$ cat config.mk
export PLATFORM = sky130hd
export DESIGN_NAME = conv3x3_window_mac
export DESIGN_NICKNAME = d
export VERILOG_FILES = /design/src/rtl/conv_pkg.sv /design/src/rtl/conv3x3_window_mac_mac3_row.sv /design/src/rtl/conv3x3_window_mac.sv
export SDC_FILE = /design/constraint.sdc
export NUM_CORES = 2
export LEC_CHECK = 0
export ABC_AREA = 1
export CAP_MARGIN = 25
export CORE_AREA = 2 2 250 252
export CTS_BUF_LIST = sky130_fd_sc_hd__clkbuf_2
export CTS_CLUSTER_DIAMETER = 80
export DETAILED_ROUTE_END_ITERATION = 12
export DIE_AREA = 0 0 252 254
export PLACE_DENSITY_LB_ADDON = 0.25
export SETUP_SLACK_MARGIN = 0.05
export SLEW_MARGIN = 20
export SYNTH_ARGS = -nofsm -noshare
export SYNTH_HDL_FRONTEND = slang
export SYNTH_SLANG_ARGS = --single-unit
$ cat constraint.sdc
create_clock -name clk -period 5 [get_ports clk]
set_input_delay 1.5 -clock clk [delete_from_list [all_inputs] [get_ports clk]]
set_output_delay 1.5 -clock clk [all_outputs]
set_load 0.005 [all_outputs]
$ cat src/rtl/conv_pkg.sv
// conv_pkg: shared widths, tap indices and saturation helper
// for the 3x3 window multiply-accumulate.
package conv_pkg;

  localparam int NUM_TAPS    = 9;
  localparam int WT_IDX_BIAS = 9;

  function automatic int prod_w(input int dw, input int ww);
    return dw + ww + 1;
  endfunction

  function automatic int acc_w(input int dw, input int ww);
    return dw + ww + 5;
  endfunction

  // Clamp a signed value to the range of an ow-bit signed number.
  function automatic logic signed [63:0] sat(
    input logic signed [63:0] x,
    input int                 ow
  );
    logic signed [63:0] hi;
    logic signed [63:0] lo;
    hi = (64'sd1 <<< (ow - 1)) - 64'sd1;
    lo = -hi - 64'sd1;
    if (x > hi) return hi;
    if (x < lo) return lo;
    return x;
  endfunction

endpackage

$ cat src/rtl/conv3x3_window_mac_mac3_row.sv
// mac3_row: one window row, three pixels times three weights.
// S1 registers the products, S2 registers their sum.
module mac3_row
  import conv_pkg::*;
#(
  parameter int DATA_W = 8,
  parameter int WT_W   = 8
) (
  input  logic                         clk,
  input  logic                         rst_n,
  input  logic [DATA_W-1:0]            px0_i,
  input  logic [DATA_W-1:0]            px1_i,
  input  logic [DATA_W-1:0]            px2_i,
  input  logic signed [WT_W-1:0]       wt0_i,
  input  logic signed [WT_W-1:0]       wt1_i,
  input  logic signed [WT_W-1:0]       wt2_i,
  output logic signed [DATA_W+WT_W+2:0] sum_o
);

  localparam int PW = prod_w(DATA_W, WT_W);
  localparam int SW = PW + 2;

  logic signed [PW-1:0] p_d [3];
  logic signed [PW-1:0] p_q [3];
  logic signed [SW-1:0] sum_d;

  // Pixels are zero-extended so the signed multiply sees them as unsigned.
  always_comb begin
    p_d[0] = PW'($signed({1'b0, px0_i})) * PW'(wt0_i);
    p_d[1] = PW'($signed({1'b0, px1_i})) * PW'(wt1_i);
    p_d[2] = PW'($signed({1'b0, px2_i})) * PW'(wt2_i);
    sum_d  = SW'(p_q[0]) + SW'(p_q[1]) + SW'(p_q[2]);
  end

  // S1 product registers and S2 row-sum register.
  always_ff @(posedge clk or negedge rst_n) begin
    if (!rst_n) begin
      p_q[0] <= '0;
      p_q[1] <= '0;
      p_q[2] <= '0;
      sum_o  <= '0;
    end else begin
      p_q   <= p_d;
      sum_o <= sum_d;
    end
  end

endmodule

$ cat src/rtl/conv3x3_window_mac.sv
// conv3x3_window_mac: 3x3 sliding window, 4-stage MAC with bias,
// shift and saturation. Define RELU_EN to clamp negatives to zero.
module conv3x3_window_mac
  import conv_pkg::*;
#(
  parameter int DATA_W  = 8,
  parameter int WT_W    = 8,
  parameter int COL_NUM = 128,
  parameter int ROW_NUM = 128,
  parameter int SHIFT   = 0,
  parameter int OUT_W   = 8
) (
  input  logic              clk,
  input  logic              rst_n,
  input  logic              in_valid,
  input  logic [DATA_W-1:0] row0,
  input  logic [DATA_W-1:0] row1,
  input  logic [DATA_W-1:0] row2,
  input  logic              wt_we,
  input  logic [3:0]        wt_addr,
  input  logic [WT_W-1:0]   wt_data,
  output logic              out_valid,
  output logic [OUT_W-1:0]  out_data,
  output logic              frame_done
);

  localparam int ACC_W = acc_w(DATA_W, WT_W);
  localparam int SW    = prod_w(DATA_W, WT_W) + 2;
  localparam int CW    = $clog2(COL_NUM);
  localparam int RW    = $clog2(ROW_NUM);

  localparam logic [CW-1:0] COL_LAST = CW'(COL_NUM - 1);
  localparam logic [CW-1:0] COL_WIN  = CW'(2);
  localparam logic [RW-1:0] ROW_LAST = RW'(ROW_NUM - 3);

  logic signed [WT_W-1:0]  wt_q [NUM_TAPS];
  logic signed [WT_W-1:0]  bias_q;
  logic [DATA_W-1:0]       win_q [3][3];
  logic [DATA_W-1:0]       win_d [3][3];
  logic [CW-1:0]           col_cnt_q;
  logic [CW-1:0]           col_cnt_d;
  logic [RW-1:0]           row_cnt_q;
  logic [RW-1:0]           row_cnt_d;
  logic                    v0;
  logic                    last0;
  logic                    v1_q, v2_q, v3_q;
  logic                    l1_q, l2_q, l3_q;
  logic signed [WT_W-1:0]  b1_q, b2_q;
  logic signed [SW-1:0]    rsum [3];
  logic signed [ACC_W-1:0] acc_d;
  logic signed [ACC_W-1:0] acc3_q;
  logic signed [ACC_W-1:0] acc_sh;
  logic signed [63:0]      sat_v;
  logic [OUT_W-1:0]        res;
  logic                    out_valid_q;
  logic                    frame_done_q;
  logic [OUT_W-1:0]        out_data_q;

  // Weight and bias register file; addresses past the bias are ignored.
  always_ff @(posedge clk or negedge rst_n) begin
    if (!rst_n) begin
      for (int k = 0; k < NUM_TAPS; k++) wt_q[k] <= '0;
      bias_q <= '0;
    end else if (wt_we) begin
      if (wt_addr == 4'(WT_IDX_BIAS)) bias_q <= wt_data;
      else if (int'(wt_addr) < NUM_TAPS) wt_q[wt_addr] <= wt_data;
    end
  end

  // Next window: shift each row left and append the incoming column.
  always_comb begin
    win_d = win_q;
    if (in_valid) begin
      for (int r = 0; r < 3; r++) begin
        win_d[r][0] = win_q[r][1];
        win_d[r][1] = win_q[r][2];
      end
      win_d[0][2] = row0;
      win_d[1][2] = row1;
      win_d[2][2] = row2;
    end
  end

  // Column and window-row counters; a full window needs col >= 2.
  always_comb begin
    col_cnt_d = col_cnt_q;
    row_cnt_d = row_cnt_q;
    if (in_valid) begin
      if (col_cnt_q == COL_LAST) begin
        col_cnt_d = '0;
        row_cnt_d = (row_cnt_q == ROW_LAST) ? '0 : row_cnt_q + 1'b1;
      end else begin
        col_cnt_d = col_cnt_q + 1'b1;
      end
    end
    v0    = in_valid && (col_cnt_q >= COL_WIN);
    last0 = v0 && (col_cnt_q == COL_LAST) && (row_cnt_q == ROW_LAST);
  end

  // Window and counter state.
  always_ff @(posedge clk or negedge rst_n) begin
    if (!rst_n) begin
      for (int r = 0; r < 3; r++)
        for (int c = 0; c < 3; c++) win_q[r][c] <= '0;
      col_cnt_q <= '0;
      row_cnt_q <= '0;
    end else begin
      win_q     <= win_d;
      col_cnt_q <= col_cnt_d;
      row_cnt_q <= row_cnt_d;
    end
  end

  // The products see the window including the column accepted this cycle.
  for (genvar r = 0; r < 3; r++) begin : g_row
    mac3_row #(
      .DATA_W (DATA_W),
      .WT_W   (WT_W)
    ) u_row (
      .clk   (clk),
      .rst_n (rst_n),
      .px0_i (win_d[r][0]),
      .px1_i (win_d[r][1]),
      .px2_i (win_d[r][2]),
      .wt0_i (wt_q[r*3]),
      .wt1_i (wt_q[r*3+1]),
      .wt2_i (wt_q[r*3+2]),
      .sum_o (rsum[r])
    );
  end

  // S3 total plus bias, S4 shift, saturate and optional clamp.
  always_comb begin
    acc_d  = ACC_W'(rsum[0]) + ACC_W'(rsum[1]) + ACC_W'(rsum[2])
           + ACC_W'(b2_q);
    acc_sh = acc3_q >>> SHIFT;
    sat_v  = sat(64'(acc_sh), OUT_W);
    res    = OUT_W'(sat_v);
`ifdef RELU_EN
    if (res[OUT_W-1]) res = '0;
`endif
  end

  // Valid, last flag and bias ride along with the data through S1..S4.
  always_ff @(posedge clk or negedge rst_n) begin
    if (!rst_n) begin
      v1_q         <= 1'b0;
      v2_q         <= 1'b0;
      v3_q         <= 1'b0;
      l1_q         <= 1'b0;
      l2_q         <= 1'b0;
      l3_q         <= 1'b0;
      b1_q         <= '0;
      b2_q         <= '0;
      acc3_q       <= '0;
      out_valid_q  <= 1'b0;
      frame_done_q <= 1'b0;
      out_data_q   <= '0;
    end else begin
      v1_q         <= v0;
      l1_q         <= last0;
      b1_q         <= bias_q;
      v2_q         <= v1_q;
      l2_q         <= l1_q;
      b2_q         <= b1_q;
      v3_q         <= v2_q;
      l3_q         <= l2_q;
      acc3_q       <= acc_d;
      out_valid_q  <= v3_q;
      frame_done_q <= v3_q && l3_q;
      if (v3_q) out_data_q <= res;
    end
  end

  assign out_valid  = out_valid_q;
  assign out_data   = out_data_q;
  assign frame_done = frame_done_q;

endmodule

==> impl.org <==
** STA
- Total count of max-transition violations in the final report :: 0
- Worst Tran Pin Value :: 1130 ps
- Derived from the worst setup path, the maximum achievable clock frequency is 211 MHz.
- The worst pin sits at a relative slew slack of 0.243.
- Final setup viols :: 0
- Final total negative setup slack :: 0 ps
- Hold violation count in the final report :: 0
- Clk_skew :: 64.7 ps
- Least setup slack across all paths after layout :: 258 ps
- Counting I/O delays and the setup requirement, the final critical path takes 4740 ps.
- RSZ-0062 raised after global routing :: false
- Of the available clock period, the critical path in the final layout requires 0.948.

** Logic synthesis
- After synthesis the cells add up to 0.0390 mm2.
- Area share of the largest cell type after synthesis :: 0.275
- Synthesis instantiated 43 different standard cells from the library.
- Synth Area per Inst :: 8.69 um2
- Most common cell in the netlist :: sky130_fd_sc_hd__nand2_1
- The most used flip-flop cell after synthesis is sky130_fd_sc_hd__dfrtp_1.
- Fraction of registers with async set/reset :: 1.00
- In the synthesized netlist, the number of instances is 4486.
- Synthesis produced a netlist with a net count of 5414.
- Ys Warns :: 0
- Most common library cells after synthesis :: sky130_fd_sc_hd__nand2_1, sky130_fd_sc_hd__inv_1, sky130_fd_sc_hd__nor2_1, sky130_fd_sc_hd__ha_1, sky130_fd_sc_hd__dfrtp_1
- The synthesized design contains 0 enable-type register cells.
- Part of the Yosys area used for sequential elements :: 0.275
- The biggest area contributor in the post-synthesis netlist is sky130_fd_sc_hd__dfrtp_1.
- Leading cell types by total area after synthesis :: sky130_fd_sc_hd__dfrtp_1, sky130_fd_sc_hd__fa_1, sky130_fd_sc_hd__ha_1
- Seq cells post-synth :: 429

** Final layout
- Area of the multi-input gates :: 0.0255 mm2
- The filler cells instantiated in the layout total 4585.
- Final Non-Filler Cells :: 5857
- Sequential cell area :: 0.0107 mm2
- Summing all non-filler instances in the final layout gives an area of 0.0451 mm2.
- Ratio of cells with drive above 1 in the final layout :: 0.160
- Area growth from synthesis to layout :: 15.8%
- Number of nets in the finished design :: 5905

** Floorplan
- From bottom edge to top edge, the die measures 254 um.
- In this run the horizontal extent of the chip is 252 um.
- The die covers 0.0640 mm2.
- 50 I/O pins were placed.
- Number of cell rows :: 91
- Initial Utilization :: 0.636
- Area of the core :: 0.0613 mm2

** Placement
- Placed Instances :: 5652
- GP Congestion :: 0.916
- At the placement stage, the worst setup path has a slack of -834 ps.
- After detailed placement, the total cell area comes to 0.0439 mm2.
- Number of buffers added on ports :: 49
- Estimated wirelength of the detail-placed design :: 80200 um

** Drt
- Dividing the detail-routed wire length by the instance count gives 16.8 um.
- The routed design has 98100 um of wire.
- Summing over every cut layer, the via total after detailed routing is 30800.
- For this block, the initial DRC count from the detailed router was 1886.
- Vias per inst :: 5.26
- The first detailed-routing pass took 6 iterations.
- Final ANT Viol Nets :: 0
- In the routed design, unresolved DRC markers number 0.

** CTS
- Insertion delay of the later-clocked pin in the worst-skew pair :: 1190 ps
- CTS Root Buffer Type :: sky130_fd_sc_hd__clkbuf_2
- Clock-pin slew was measured on the worst setup and hold paths at 100 ps.
- In this run, post-CTS repair resized a total of 0 instances.
- Clock tree from TritonCTS :: yes
- Hold-fix buffers, CTS :: 0
- After clock tree synthesis, the setup repair step added 0 buffers.
- CTS saw 429 sinks.
- # H-tree levels :: 3
- CTS buffer count :: 112
- The longest clock path from root to sink contains 3 buffers.

** Critical path
- Type of origin of the critical path :: input port
- Start of the worst register-to-register path :: win_q[27]$_DFF_PN0_
- Critical path capture point type :: register
- Data arrival, critical path :: 5830 ps
- Setup slack on the worst reg-to-reg path comes out at 660 ps.
- For the worst flop-to-flop path, the logic depth is 21.
- Along the worst path, the maximum fanout reaches 4.
- Crit path launch :: row1[7]
- For the worst setup path, the data required time is 6080 ps.
- Critical register-to-register path endpoint :: g_row[1].u_row.p_q[31]$_DFF_PN0_
- The critical path in this run is classified as input port to register.

** Min path
- The worst hold path terminates at b2_q[0]$_DFF_PN0_.
- Hold depth :: 0
- Hold Crit Start :: b1_q[0]$_DFF_PN0_
- Worst hold path class :: register to register

** GRT
- Initial antenna violation count :: 4
- Global routing finished with a remaining overflow of 0.
- The first global-routing pass estimated 162000 um of wire.
- Across every metal layer, demand over resource in global routing totals 0.324.
- Entering global routing, the biggest net connects 93 pins.
- Number of global-route vias before repair :: 31800

** Status
- The run finished with clean final reports.

** Run
- MaxCap Viol Count :: 0
sequential cells by signal, indices dropped and copies added, names as in the netlist, 7 cells and up:
register,cells
b1_q,8
g_row.u_row.p_q,153
b2_q,8
row_cnt_q,7
g_row.u_row.sum_o,57
acc3_q,21
bias_q,8
out_data,8
wt_q,72
win_q,72
col_cnt_q,7
worst max path at each step:
stage                                                  end  slack [ps]  depth (start not counted)
final                     g_row[1].u_row.p_q[14]$_DFF_PN0_         260                         21
after global routing      g_row[1].u_row.p_q[15]$_DFF_PN0_         140                         19
after CTS                 g_row[1].u_row.p_q[14]$_DFF_PN0_         420                         20
after detailed placement  g_row[1].u_row.p_q[14]$_DFF_PN0_        -830                         20
after global placement    g_row[1].u_row.p_q[14]$_DFF_PN0_        -710                         20
after floorplan           g_row[0].u_row.p_q[14]$_DFF_PN0_        -440                         23
worst max-delay path: stages:
cell and delay, ps:
sky130_fd_sc_hd__clkdlybuf4s50_1 480, sky130_fd_sc_hd__or2_2 370, sky130_fd_sc_hd__o21ai_2 100, sky130_fd_sc_hd__inv_1 90
sky130_fd_sc_hd__nand2_1 90, sky130_fd_sc_hd__fa_1 440, sky130_fd_sc_hd__fa_1 510, sky130_fd_sc_hd__inv_1 50
sky130_fd_sc_hd__fa_1 480, sky130_fd_sc_hd__inv_1 60, sky130_fd_sc_hd__fa_1 530, sky130_fd_sc_hd__inv_1 70
sky130_fd_sc_hd__ha_4 290, sky130_fd_sc_hd__nand2_1 70, sky130_fd_sc_hd__o21ai_2 220, sky130_fd_sc_hd__nand2_1 90
sky130_fd_sc_hd__nand2_1 110, sky130_fd_sc_hd__nand2_1 100, sky130_fd_sc_hd__nand2_1 90, sky130_fd_sc_hd__nand2_1 60
sky130_fd_sc_hd__nand2_1 50
layout by cell type (no fill, tap or decap), types with 4 or more instances in the layout:
cell type,instances
sky130_fd_sc_hd__nand4_1,22
sky130_fd_sc_hd__o21a_1,4
sky130_fd_sc_hd__o21ai_0,94
sky130_fd_sc_hd__a21o_1,9
sky130_fd_sc_hd__ha_4,34
sky130_fd_sc_hd__or2_2,48
sky130_fd_sc_hd__nor2_1,574
sky130_fd_sc_hd__nand3_1,130
sky130_fd_sc_hd__xor2_1,81
sky130_fd_sc_hd__bufinv_16,9
sky130_fd_sc_hd__nor3_1,32
sky130_fd_sc_hd__clkbuf_2,146
sky130_fd_sc_hd__nand3_2,4
sky130_fd_sc_hd__and2_1,10
sky130_fd_sc_hd__a21oi_2,24
sky130_fd_sc_hd__o21ai_2,51
sky130_fd_sc_hd__nor2_2,19
sky130_fd_sc_hd__clkdlybuf4s50_1,47
sky130_fd_sc_hd__o21ai_4,27
sky130_fd_sc_hd__or2_4,13
sky130_fd_sc_hd__nand2_1,881
sky130_fd_sc_hd__inv_2,37
sky130_fd_sc_hd__o21ai_1,21
sky130_fd_sc_hd__buf_12,12
sky130_fd_sc_hd__inv_1,863
sky130_fd_sc_hd__a21oi_1,119
sky130_fd_sc_hd__clkinv_1,31
sky130_fd_sc_hd__a31oi_1,12
sky130_fd_sc_hd__clkinv_2,11
sky130_fd_sc_hd__xnor2_1,30
sky130_fd_sc_hd__fa_1,425
sky130_fd_sc_hd__ha_1,428
sky130_fd_sc_hd__buf_4,343
sky130_fd_sc_hd__nand2_2,15
sky130_fd_sc_hd__o21bai_1,6
sky130_fd_sc_hd__dfrtp_1,429
area by class of cell:
type / count / area share
Timing Repair Buffer: 405 / 0.0740
Clock inverter: 57 / 0.0107
Inverter: 899 / 0.0749
Clock buffer: 146 / 0.0162
Tap cell: 790 / 0.0219
Antenna cell: 1 / 0.0000554
Sequential cell: 429 / 0.238
Multi-Input combinational cell: 3130 / 0.564
cell families after synthesis:
logic type,after synthesis,share of synthesized area
AOI/OAI and AO/OA,375,0.0595
DFF,429,0.275
xor gates and xnor gates,111,0.0249
and+or+nand+nor,1756,0.182
adders and majority gates,888,0.367
buffers and inverters,927,0.0912
stage by stage:
| step | utilization | hold WS (ps) |
|---|---|---|
| 3_3_place_gp | 0.717 | 333 |
| 4_1_cts | 0.736 | 275 |
| 3_5_place_dp | 0.717 | 335 |
| 5_1_grt | 0.737 | 361 |
| 2_1_floorplan | - | 331 |
| 6_report | 0.737 | 350 |
metal layers:
layer / share of wire / GRT usage / routed length (um)
met3: 0.065 / 0.0591 / 6390
met4: 0.028 / 0.103 / 2770
met2: 0.47 / 0.534 / 46000
met5: 0 / 0 / 0
met1: 0.44 / 0.437 / 43000
Power is left out: the tool's default activity adds up to more than one toggle a clock period on the data nets, which glitch-free logic cannot reach.
